File: src/rtl/interval_timer_pkg.sv
// Shared types and defaults for the interval timer controller and its counter core.
package interval_timer_pkg;

  localparam int TIMER_WIDTH = 4;

  typedef enum logic [1:0] {
    ST_IDLE  = 2'd0,
    ST_RUN   = 2'd1,
    ST_PAUSE = 2'd2,
    ST_DONE  = 2'd3
  } timer_state_e;

  function automatic logic is_busy(input timer_state_e s);
    return (s == ST_RUN) || (s == ST_PAUSE);
  endfunction

endpackage

File: src/rtl/timer_count_core.sv
// WIDTH-bit synchronous counter with clear, enable and a terminal compare against period.
module timer_count_core #(
  parameter int WIDTH = 4
) (
  input  logic             clk,
  input  logic             rst,
  input  logic             clr,
  input  logic             en,
  input  logic [WIDTH-1:0] period,
  output logic [WIDTH-1:0] count,
  output logic             tc
);

  logic at_term;

  assign at_term = (count == period);
  assign tc      = en && at_term;

  // Wrapping at period (never past it) keeps count+1 free of overflow even at full scale.
  always_ff @(posedge clk) begin
    if (!rst) begin
      count <= '0;
    end else if (clr) begin
      count <= '0;
    end else if (en) begin
      if (at_term) count <= '0;
      else         count <= count + WIDTH'(1);
    end
  end

endmodule

File: src/rtl/interval_timer_ctrl.sv
// Interval timer controller: owns counter clear/enable, sequences run/pause/done, raises tc, irq and overrun.
module interval_timer_ctrl
  import interval_timer_pkg::*;
#(
  parameter int WIDTH = TIMER_WIDTH
) (
  input  logic             clk,
  input  logic             rst,
  input  logic             cfg_load,
  input  logic [WIDTH-1:0] cfg_period,
  input  logic             cfg_periodic,
  input  logic             start,
  input  logic             stop,
  input  logic             pause,
  input  logic             irq_ack,
  output logic [WIDTH-1:0] count,
  output logic             busy,
  output logic             tc_pulse,
  output logic             irq,
  output logic             overrun,
  output timer_state_e     state_dbg
);

  timer_state_e     state, state_nxt;
  logic [WIDTH-1:0] period_q;
  logic             periodic_q;
  logic             start_cmd;
  logic             ctr_clr;
  logic             ctr_en;
  logic             ctr_tc;

  // Command priority: stop > start > pause.
  assign start_cmd = start && !stop;
  assign state_dbg = state;

  always_ff @(posedge clk) begin
    if (!rst) state <= ST_IDLE;
    else      state <= state_nxt;
  end

  always_comb begin
    state_nxt = state;
    if (stop) begin
      state_nxt = ST_IDLE;
    end else if (start) begin
      state_nxt = ST_RUN;
    end else begin
      case (state)
        ST_RUN: begin
          if (pause)                     state_nxt = ST_PAUSE;
          else if (ctr_tc && !periodic_q) state_nxt = ST_DONE;
        end
        ST_PAUSE: begin
          if (!pause) state_nxt = ST_RUN;
        end
        default: state_nxt = state;
      endcase
    end
  end

  // Leaving PAUSE costs one held cycle: the count only advances from RUN.
  always_comb begin
    busy    = is_busy(state);
    ctr_clr = stop || start;
    ctr_en  = (state == ST_RUN) && !stop && !start && !pause;
  end

  timer_count_core #(
    .WIDTH (WIDTH)
  ) u_core (
    .clk    (clk),
    .rst    (rst),
    .clr    (ctr_clr),
    .en     (ctr_en),
    .period (period_q),
    .count  (count),
    .tc     (ctr_tc)
  );

  always_ff @(posedge clk) begin
    if (!rst) begin
      period_q   <= '0;
      periodic_q <= 1'b0;
    end else if (cfg_load && !busy) begin
      period_q   <= cfg_period;
      periodic_q <= cfg_periodic;
    end
  end

  // A tc that coincides with irq_ack keeps irq set; overrun only when irq was pending and unacked.
  always_ff @(posedge clk) begin
    if (!rst) begin
      tc_pulse <= 1'b0;
      irq      <= 1'b0;
      overrun  <= 1'b0;
    end else begin
      tc_pulse <= ctr_tc;
      if (ctr_tc) begin
        irq <= 1'b1;
        if (irq && !irq_ack) overrun <= 1'b1;
      end else begin
        if (irq_ack)   irq     <= 1'b0;
        if (start_cmd) overrun <= 1'b0;
      end
    end
  end

endmodule

File: config.mk
export PLATFORM = sky130hd
export DESIGN_NAME = interval_timer_ctrl
export DESIGN_NICKNAME = d
export VERILOG_FILES = /design/src/rtl/interval_timer_pkg.sv /design/src/rtl/timer_count_core.sv /design/src/rtl/interval_timer_ctrl.sv
export SDC_FILE = /design/constraint.sdc
export NUM_CORES = 1
export LEC_CHECK = 0
export ABC_AREA = 1
export CAP_MARGIN = 20
export CORE_MARGIN = 10
export CORE_UTILIZATION = 43
export CTS_CLUSTER_SIZE = 30
export DETAILED_ROUTE_END_ITERATION = 10
export PLACE_DENSITY_LB_ADDON = 0.2
export REMOVE_ABC_BUFFERS = 1
export SYNTH_ARGS = -nofsm -noshare
export SYNTH_HDL_FRONTEND = slang
export SYNTH_SLANG_ARGS = --single-unit
File: constraint.sdc
create_clock -name clk -period 1.4 [get_ports clk]
set_input_delay 0.21 -clock clk [delete_from_list [all_inputs] [get_ports clk]]
set_output_delay 0.21 -clock clk [all_outputs]
set_load 0.02 [all_outputs]
==> summary by stage, run 1 <==
Worst setup path
The cell type group with the largest total delay on the critical path is flip-flops. For the worst setup path, the data required time is 1190 ps. STA puts the critical path data arrival time at 1150 ps.

In this run the worst path has a maximum fanout of 2. The launching instance or port of the critical path is state_dbg[0]. The largest single stage delay on the critical path is about 330 ps. The worst setup path is captured at a primary output. The slowest stage of the critical path belongs to the cell dfxtp_2. The startpoint of the most critical register-to-register path is state_dbg[0]. The launching element type of the critical path is a flip-flop. The critical path contains buffers and inverters numbering 3 combined. The kind of critical path is flip-flop to primary output. The most frequent cell on the critical path is inv_1. Traced cell by cell, the critical path runs through inv_1 -> ha_1 -> inv_1 -> buf_4.

Job
The max-capacitance violation count is 0.

Floorplanning
The core region is 1506 sq um. The die covers 3592 sq um. The chip height is between 50 and 60 um.

The horizontal die dimension is 59.93 um. The standard-cell row count is 14. In this run the count of I/O pins placed on the die edge is 22. The initial cell density of the core is 45.51%.

Layout
The repair_antennas step left the layout with diodes totalling 0. The share of post-route cells with drive strength above 1 is roughly 24%. The filler cell count in the final layout is 131. The post-synthesis to final-layout area growth is 54.20%. The area of all placed cells without fillers is 1057 sq um.

After the last flow step, the layout net total stands at 145. The finished layout holds 145 standard cells, fillers aside.

Timing
The peak clock frequency supported by timing is approximately 730 MHz. Setup repair after global routing could not meet its margin everywhere. For the pin with the worst max-slew slack, the measured transition is 268.7 ps. Between clock sinks in the finished design, the worst skew comes to 3.190 ps. The tightest hold path in the finished design has a slack of between 400 and 500 ps. The number of failing hold endpoints at the final stage is 0. The number of pins exceeding their max-slew limit in the final report is 0. The count of endpoints failing setup in the final report is 0. The final critical path takes up 97.34% of the cycle. The final critical path time including I/O delays and setup is 1363 ps. In this run the tightest slew margin relative to its limit is 81.95%.

CTS
The depth of the CTS H-tree is 1. Hold repair after CTS inserted 0 buffers. The number of clock buffers added by TritonCTS is 3. The CTS tree is built.

The number of clock sinks seen by CTS is 14. The CTS clock-pin slew for the worst setup and hold paths is approximately 90 ps. Counting along the longest clock path gives a buffer depth of 2.

The tree is rooted in a clkbuf_4. The clock insertion delay at the later pin of the skew report is 280 ps.

Worst hold path
The worst hold path begins at periodic_q. The class of the tightest hold or removal check is flip-flop to flip-flop.

Detailed routing
The total routed wirelength is 1657 um. The antenna violation net count after detailed routing is 0. After detailed routing, the number of vias per cell comes to 4.772.

The routed length per instance is 11.43 um. The number of DRC markers in iteration 0 is 4. The first TritonRoute pass finished after 4 iterations. After detailed routing, the number of remaining DRC violations is 0.

For this block, the via count after detailed routing is 692.

Yosys
Each instance of the synthesized netlist takes up on average 7.373 sq um. The count of state elements after synthesis is 14. Of the synthesized area, sequential elements account for 40.88%. The library cell with the highest instance count after synthesis is nand2_1. The top cell type by area accounts for 40.88% of the synthesized area. The post-synth design cell area is 685.7 sq um. The number of warning messages in the yosys log is 0.

The commonest cells after synthesis are 18 x nand2_1, 14 x dfxtp_1, 13 x inv_1. The netlist uses 22 different library cells. In this run, synthesis inferred 0 flip-flops with an integrated enable. The most used flip-flop cell after synthesis is dfxtp_1. The number of standard cells after synthesis is 93. The fraction of registers with async set/reset is 0%. By area the synthesized netlist is led by dfxtp_1 41%, nand2_1 9.9%, inv_1 7.1%, ha_1 5.5%, nor2_1 5.5%.

dfxtp_1 takes more of the synthesized area than any other cell.

Place
The wire-length estimate of the detail-placed layout is 1315 um. The number of buffers added on ports is 21. The area after detailed placement is 998.5 sq um. The number of placed instances, taps included, is 141. Routability-driven placement finished with a final weighted congestion of 0.7950.

Power
The peak supply drop is 0.6138 mV. The overall power is between 0.0008 and 0.0009 W. The leakage power is ~0.5 nW. The power density over cell area is 812.7 nW/um^2.

Global routing
The total overflow left after global routing is 0. The maximum number of pins on one net before global-route repair is 10. The first global-routing pass estimated about 2800 um of wire. The via count of the first global-routing pass is 683.

The overall fraction of global-route tracks in use is roughly a tenth. The initial antenna violation count is 0.

Outcome
The run finished with clean final reports.
-- worst paths after layout --
path | endpoint | slack (ps) | depth (start not counted)
max | busy | 40 | 4
min | periodic_q | 480 | 2
min reg2reg | periodic_q | 480 | 2
max reg2reg | state_dbg[0] | 80 | 10
-- logic make-up (layout without fill, tap and decap cells) --
group                      count (synthesis)  after routing  share of synthesized area, %
AOI/OAI and AO/OA                         16             16                         12.77
xor gates and xnor gates                   4              4                         5.110
adders and majority gates                  3              3                         5.475
buffers and inverters                     17             53                         9.306
DFF                                       14             14                         40.88
and+or+nand+nor                           39             39                         26.46
-- routing by layer --
metal / part of all wire, % / up-vias / wire [um] / track usage [%]
li1: - / 365 / - / -
met1: 43 / 308 / 719 / 10.41
met2: 50 / 14 / 834 / 16.76
met3: 4.3 / 5 / 71 / 3.178
met4: 1.9 / 0 / 31 / 4.808
met5: 0 / - / 0 / 0
-- cell usage in the layout (no fill, tap or decap) --
cell | synthesis | final
nand2_1 | 18 | 17
dfxtp_1 | 14 | 13
inv_1 | 13 | 12
buf_4 | 0 | 12
clkdlybuf4s50_1 | 0 | 11
nor2_1 | 10 | 10
dlygate4sd2_1 | 0 | 9
a21oi_1 | 6 | 6
o21ai_0 | 6 | 6
inv_2 | 4 | 5
clkbuf_4 | 0 | 3
nor2_4 | 1 | 2
xnor2_1 | 2 | 2
nand3_2 | 1 | 2
nand3b_1 | 2 | 2
nand4_1 | 2 | 2
xor2_1 | 2 | 2
ha_1 | 3 | 2
nand2_4 | 0 | 1
nor3_1 | 1 | 1
nand2_2 | 1 | 1
nand3_1 | 2 | 1
a21oi_2 | 1 | 1
o21ai_1 | 1 | 1
o22ai_1 | 1 | 1
a211oi_2 | 0 | 1
ha_4 | 0 | 1
clkbuf_8 | 0 | 1
dfxtp_2 | 0 | 1
-- layout make-up --
cell class / count / area (sq um) / area share [%]
multi-input combinational: 62 / 376.6 / 35.62
inverter: 17 / 63.81 / 6.036
tap: 16 / 20.02 / 1.893
clock buffer: 4 / 36.28 / 3.432
timing repair buffer: 32 / 279.0 / 26.39
sequential: 14 / 281.5 / 26.63
-- repair_timing --
item	4_1_cts	5_1_grt
setup endpoints to repair	12	6
setup buffers	1	0
resized for setup	20	3
pin swaps	7	4
-- sequential cells by signal, summed over array words and instances (netlist names) --
name and count:
period_q 4, u_core.count 4, state_dbg 2, irq 1
overrun 1, periodic_q 1, tc_pulse 1
-- through the flow --
step	setup TNS (ps)	util (%)	worst slack, ps
after floorplan	-141.0	-	-82.93
after global placement	-542.9	66.28	-124.4
after detailed placement	-806.2	66.28	-165.7
after CTS	0	69.68	15.65
after global routing	-46.10	70.18	-35.99
final	0	70.18	37.18
-- report_power, final --
part           total (W)  leakage (nW)  switching (W)  internal, W
logic           0.000149         0.363      0.0000718    0.0000776
clock network   0.000289        0.0210       0.000131     0.000158
registers       0.000420         0.115     0.00000708     0.000413
total           0.000859         0.499       0.000210     0.000649
-- worst min-delay path: cells and delay by family, from the launching register on --
| kind | cells | cell delay, ps |
|---|---|---|
| flops | 1 | 300 |
| buf+inv | 1 | 70 |
| compound gates | 1 | 60 |
(Power assumes the default switching activity.)
==> run 2, diff against run 1 <==
--- a/config.mk
+++ b/config.mk
@@ -8,3 +8,3 @@
 export ABC_AREA = 1
-export CAP_MARGIN = 20
+export CAP_MARGIN = 40
 export CORE_MARGIN = 10
--- a/constraint.sdc
+++ b/constraint.sdc
@@ -3,2 +3,2 @@
 set_output_delay 0.21 -clock clk [all_outputs]
-set_load 0.02 [all_outputs]
+set_load 0.1 [all_outputs]
==> run 2 against run 1 <==
  * Global-route usage is 2.5 points higher
  * Count of clock-buffer cells in the layout is the same
  * Largest cell class is now non-clock buffers
  * Sequential share of layout area fell by 3.2 points
==> summary by stage, run 2 (synthesis results as in run 1) <==
Layout
Cells with a size suffix above 1 make up 35.82% of the layout. Across the whole layout, storage elements account for between 200 and 300 sq um. Leaving out fill and tap cells, the most frequent cell in the layout is nand2_1.

The final net count is 150. At the end of the flow the core is filled with cells to 81.48%. 0 antenna diodes ended up in the layout. Summing all multi-input logic gate instances after layout gives 384.1 sq um. The area of all placed cells without fillers is approximately 1200 sq um.

The filler cell count in the final layout is 93. The area growth from synthesis to layout is 79.01%. The top cell types in the final layout, fill and taps aside, are 17 x nand2_1, 16 x buf_4, 12 x dfxtp_1, 11 x clkdlybuf4s50_1.

Timing
The number of pins exceeding their max-slew limit in the final report is 0. The transition time of the tightest slew-check pin is 287.5 ps. The final critical path time including I/O delays and setup is 1384 ps. After layout, the worst setup slack is 16.23 ps. The final cycle utilization of the critical path is about 100%. Setup repair after global routing could not meet its margin everywhere. The worst clock skew on the final layout is 2.789 ps. The worst-case headroom to the max-slew limit is 80.79%. Based on the critical path, the design can be clocked at up to 722.7 MHz. The number of failing hold endpoints at the final stage came to 0. Setup violations remaining at the end of the flow were counted as 0.

Detailed routing
Once detail routing completed, the nets flagged for antenna violations numbered 0. The routed length per instance is 14.85 um. The first detailed-routing pass took 4 iterations. The mean number of vias per cell is 5.120. The count of unresolved DRC violations after routing is 0. The number of DRC markers in iteration 0 is 20. The via total after detailed routing is 768.

Wires add up to between 2000 and 2500 um.

Worst setup path
The worst endpoint data arrival time is 1560 ps. The required time of the worst setup path is 1580 ps. The buffers plus inverters on the worst setup path is 1. The cell type group with the largest total delay on the critical path is simple AND/OR/NAND/NOR gates.

In this design, the stage delay of the slowest critical-path cell is between 300 and 400 ps. The largest fanout on the critical path is 3. The launching element type of the critical path is a flip-flop. Among all stages on the critical path, the largest delay is contributed by dfxtp_4.

Walking the worst path, the cells encountered are inv_4 -> ha_4 -> nand2_4 -> nor2_4 -> nand3_2 -> nor2_4 -> nand2_2 -> nand3_2 -> nand2_1 -> nand2_1 -> nor2_1. The kind of critical path is flip-flop to flip-flop. STA classifies the critical path endpoint as a flip-flop.

Place
The area after detailed placement is 1129 sq um. The number of buffers added on ports is 21. The HPWL after detailed placement is roughly 1600 um. The post-placement setup slack is -158.6 ps. The weighted congestion reported at the end of routability-driven placement is about 0.87.

CTS
Clock latency on the worst-skew pair, taken at its later pin, is 280 ps. Clock tree synthesis inserted a total of 3 buffers. The longest clock path from root to sink contains 2 buffers. The number of clock sinks seen by CTS is 14. The CTS clock-pin slew for the worst setup and hold paths is 90 ps.

For this design, the CTS-stage hold fixing added 0 buffers. In this run the number of H-tree levels came out at 1. TritonCTS built the clock tree. The clock root buffer is clkbuf_4.

Global routing
The residual overflow from global routing is 0. The via count of the first global-routing pass is 781. Entering global routing, the biggest net connects 10 pins.

The overall fraction of global-route tracks in use is 12.30%. The first global-routing pass estimated 3387 um of wire. The initial antenna violation count was 0.

Floorplanning
The total die area is 3592 sq um. The die is 59.93 um wide. In this run the count of I/O pins placed on the die edge is 22. The core area is 1506 sq um. From bottom edge to top edge, the die measures 59.93 um. The standard-cell row count is 14. For this configuration, the core starts out at a cell density of 45.51%.

Worst hold path
The worst hold path belongs to the class flip-flop to flip-flop.

Job
The max-capacitance violation count is 0.

Power
The completed layout was analyzed and its total power is 0.0009239 W. For this design the ratio of total power to cell area is about 750 nW/um^2. The analysis attributes to cell leakage a power of roughly 0.53 nW.

The peak supply drop is 0.6668 mV.

Outcome
The run finished with clean final reports.
## run 2: worst paths after layout
check,startpoint,to,slack [ps],cells after the start
max,state_dbg[1],state_dbg[1],20,11
min,period_q[1],period_q[1],490,2
max reg2reg,state_dbg[1],state_dbg[1],20,11
min reg2reg,period_q[1],period_q[1],490,2
## run 2: timing repair
| item | in CTS | in global routing |
|---|---|---|
| resized for setup | 9 | 8 |
| gates cloned | 0 | 0 |
| setup endpoints to repair | 3 | 8 |
| endpoints found under the hold margin | 0 | 0 |
| pin swaps | 6 | 7 |
| setup buffers | 0 | 1 |
## run 2: layout make-up
type	instances	area share, %
timing repair buffer	37	35.07
multi-input combinational	62	31.29
sequential	14	23.45
inverter	17	5.607
clock buffer	4	2.956
tap	16	1.631
## run 2: routing by layer
metal	GRT usage, %	routed length [um]	vias up
met5	0	0	-
met4	5.769	80	0
met3	4.025	151	10
met2	22.79	1173	34
met1	11.79	822	346
li1	-	-	378
## run 2: power by group
| group | internal [W] | switching [W] |
|---|---|---|
| sequential | 0.000411 | 0.0000111 |
| clock | 0.000158 | 0.000136 |
| combinational | 0.0000944 | 0.000113 |
## run 2: per-stage QoR
step	hold WS [ps]	TNS (ps)	cells
3_3_place_gp	453.4	-360.7	145
3_5_place_dp	456.4	-633.7	145
4_1_cts	470.0	-4.858	149
5_1_grt	521.8	-115.9	150
2_1_floorplan	345.7	-8804	93
6_report	486.5	0	150
## run 2: worst min-delay path: cells and delay by family (launching register included)
family	cells	cell delay [ps]
buf+inv	1	70
flops	1	320
compound gates	1	60
==> run 3, diff against run 2 <==
Settings changed: CORE_MARGIN 10 to default.
==> run 3 against run 2 <==
  * The run now ends with design-rule violations, negative setup slack left
  * Critical path depth shrank 7
  * Sequential power is essentially flat
  * Sequential share of layout area shrank 0.87 points
  * Die area shrank 51%
  * Worst setup slack lost 17 ps
  * Clock skew grew 0.96 ps
  * Clock power shrank 21%
  * Global-route usage grew 13 points
  * Count of clock-buffer cells in the layout shrank 1
  * Core utilization grew 3.4 points
  * Highest routed layer unchanged
==> summary by stage, run 3 (synthesis results as in run 1) <==
Outcome
The flow ran to the end, but the final reports show violations. The final reports fail on design-rule violations, negative setup slack.

Layout
The post-synthesis to final-layout area growth is 84.31%. The most common cell after layout, fill and taps aside is buf_4. The antenna diode count is 0. For this run, the post-layout net count is 153.

In the layout the commonest cells are 18 x buf_4, 14 x nand2_1, 12 x dfxtp_1. Of the cells placed in the final design, the portion with a size suffix greater than 1 is 43.38%.

Timing
The final worst setup slack is -1.030 ps. Setup repair after global routing could not meet its margin everywhere. Derived from the worst setup path, the maximum achievable clock frequency is 713.8 MHz.

The final cycle utilization of the critical path is 100.1%. The clock arrives with 3.748 ps of skew. The count of endpoints failing setup in the final report is 1. At the pin with the least slew margin, the transition time is 304.0 ps. Measured against its own limit, the worst slew margin works out to about 80%. The final critical path time including I/O delays and setup is 1401 ps. The number of failing hold endpoints at the final stage came to 0. The number of pins exceeding their max-slew limit in the final report came to 0.

Floorplanning
The chip height is 41.93 um. The die covers 1758 sq um. The initial cell density of the core is 46.05%. Pin placement for this block handled 22 I/O pins. Measured along the x axis, the die boundary spans around 42 um. The core area is 1489 sq um. The initialized floorplan defines 14 standard-cell rows.

Global routing
The wire length of the first global-routing pass is around 3200 um. The initial antenna violation count was 0. The overall fraction of global-route tracks in use is 25.25%. For this run the aggregate overflow at the end of global routing stands at 0.

The met2 usage in global routing is 43.44%. The via count of the first global-routing pass is 750. Global routing consumed, on the met3 layer, 7.391% of the routing resources. The busiest layer in global routing is met2. Entering global routing, the biggest net connects 10 pins. The met1 demand-to-capacity share in global routing is about a quarter.

Worst setup path
The launching element type of the critical path is a flip-flop. On the worst path, the slowest cell contributes a delay of between 300 and 400 ps. The master of the slowest instance on the critical path is dfxtp_2. The critical path in this run is classified as flip-flop to primary output. The worst endpoint data arrival time is about 1200 ps. In this run the worst path has a maximum fanout of 2.

The signal on the critical path passes through buf_6 -> ha_4 -> inv_4 -> buf_12. The endpoint kind of the worst setup timing path is a primary output. The required time of the worst setup path is between 1000 and 1500 ps.

Detailed routing
The via total after detailed routing is 798. After detailed routing, the number of remaining DRC violations is 1. Dividing the detail-routed via count by the number of cells gives 5.250. The number of DRC markers in iteration 0 is 49.

The total routed wirelength is 2053 um. The first TritonRoute pass finished after 7 iterations. The antenna violation net count after detailed routing is 0. The routed length per instance is 13.51 um.

CTS
The clock root buffer is clkbuf_4. The clock insertion delay at the later pin of the skew report is 280 ps. The number of buffers created by CTS is 3. TritonCTS built the clock tree.

The number of clock sinks seen by CTS is 14. Clock-pin slew was measured on the worst setup and hold paths at 90 ps. The worst-case clock buffer depth is 2. The depth of the CTS H-tree is 1.

Worst hold path
The tightest min-delay check is of the input port to flip-flop type.

Place
During placement, the flow inserted port buffers numbering 21. Once detailed placement completed, the half-perimeter wirelength came to 1354 um. The post-placement setup slack is -168.8 ps. The weighted congestion reported at the end of routability-driven placement is between 0.9 and 1.

Job
Across the run, the number of max-cap violations was 0.

Power
The power density over cell area is between 600 and 700 nW/um^2. The leakage power is 0.5473 nW. The peak supply drop is 0.6699 mV. The design draws 0.0008731 W.
==> run 3: cell types whose count changed in the layout (fill, tap and decap cells not counted), sizes merged <==
| cell | change |
|---|---|
| buf | +3 |
| clkbuf | -1 |
| clkdlybuf4s50 | -1 |
| dlymetal6s2s | +1 |
==> run 3: layout make-up <==
class	instances	area (sq um)
Multi-Input combinational cell	62	410.4
Timing Repair Buffer	40	459.2
Fill cell	74	225.2
Clock buffer	3	22.52
Tap cell	16	20.02
Inverter	17	66.31
Sequential cell	14	285.3
==> run 3: critical path, delay by kind of cell (launching register included) <==
kind / cells / cell delay, ps
buffers and inverters: 3 / 300
adder cells (fa/ha/maj): 1 / 270
flip-flops: 1 / 340
==> run 3: stage by stage <==
stage / instances / util, % / TNS, ps / instance area [sq um] / hold WS, ps
after global routing: 152 / 84.87 / -111.1 / 1264 / 294.2
after global placement: 144 / 75.29 / -204.5 / 1121 / 450.5
after detailed placement: 144 / 75.29 / -669.4 / 1121 / 464.3
after CTS: 152 / 81.43 / -3.440 / 1212 / 476.1
after floorplan: 93 / - / -8804 / 685.7 / 345.7
final: 152 / 84.87 / -1.030 / 1264 / 292.3
==> run 3: what timing repair did <==
| item | 4_1_cts | 5_1_grt |
|---|---|---|
| pin swaps | 7 | 3 |
| hold buffers | 0 | 0 |
| setup endpoints to repair | 3 | 15 |
| endpoints found under the hold margin | 0 | 0 |
| resized for setup | 11 | 15 |
| buffers inserted | 5 | 0 |
==> run 3: path summary, 6_finish.rpt <==
check | startpoint | endpoint | slack (ps) | depth (start not counted)
worst max register to register | state_dbg[1] | state_dbg[1] | 30 | 8
worst min register to register | period_q[1] | period_q[1] | 480 | 2
worst min-delay path | stop | state_dbg[0] | 290 | 4
worst max-delay path | state_dbg[1] | busy | -1 | 4
==> run 3: power by group <==
group	switching [W]	internal [W]	leakage, nW
clock	0.000133	0.0000998	0.0138
combinational	0.000119	0.0000990	0.418
sequential	0.00000969	0.000413	0.115
total	0.000262	0.000611	0.547
==> run 3: routing by layer <==
metal  share of wire [%]  vias to the layer above
met3                 7.6                       16
met4                 7.0                        0
li1                    -                      383
met1                  35                      349
met2                  50                       50
met5                   0                        -
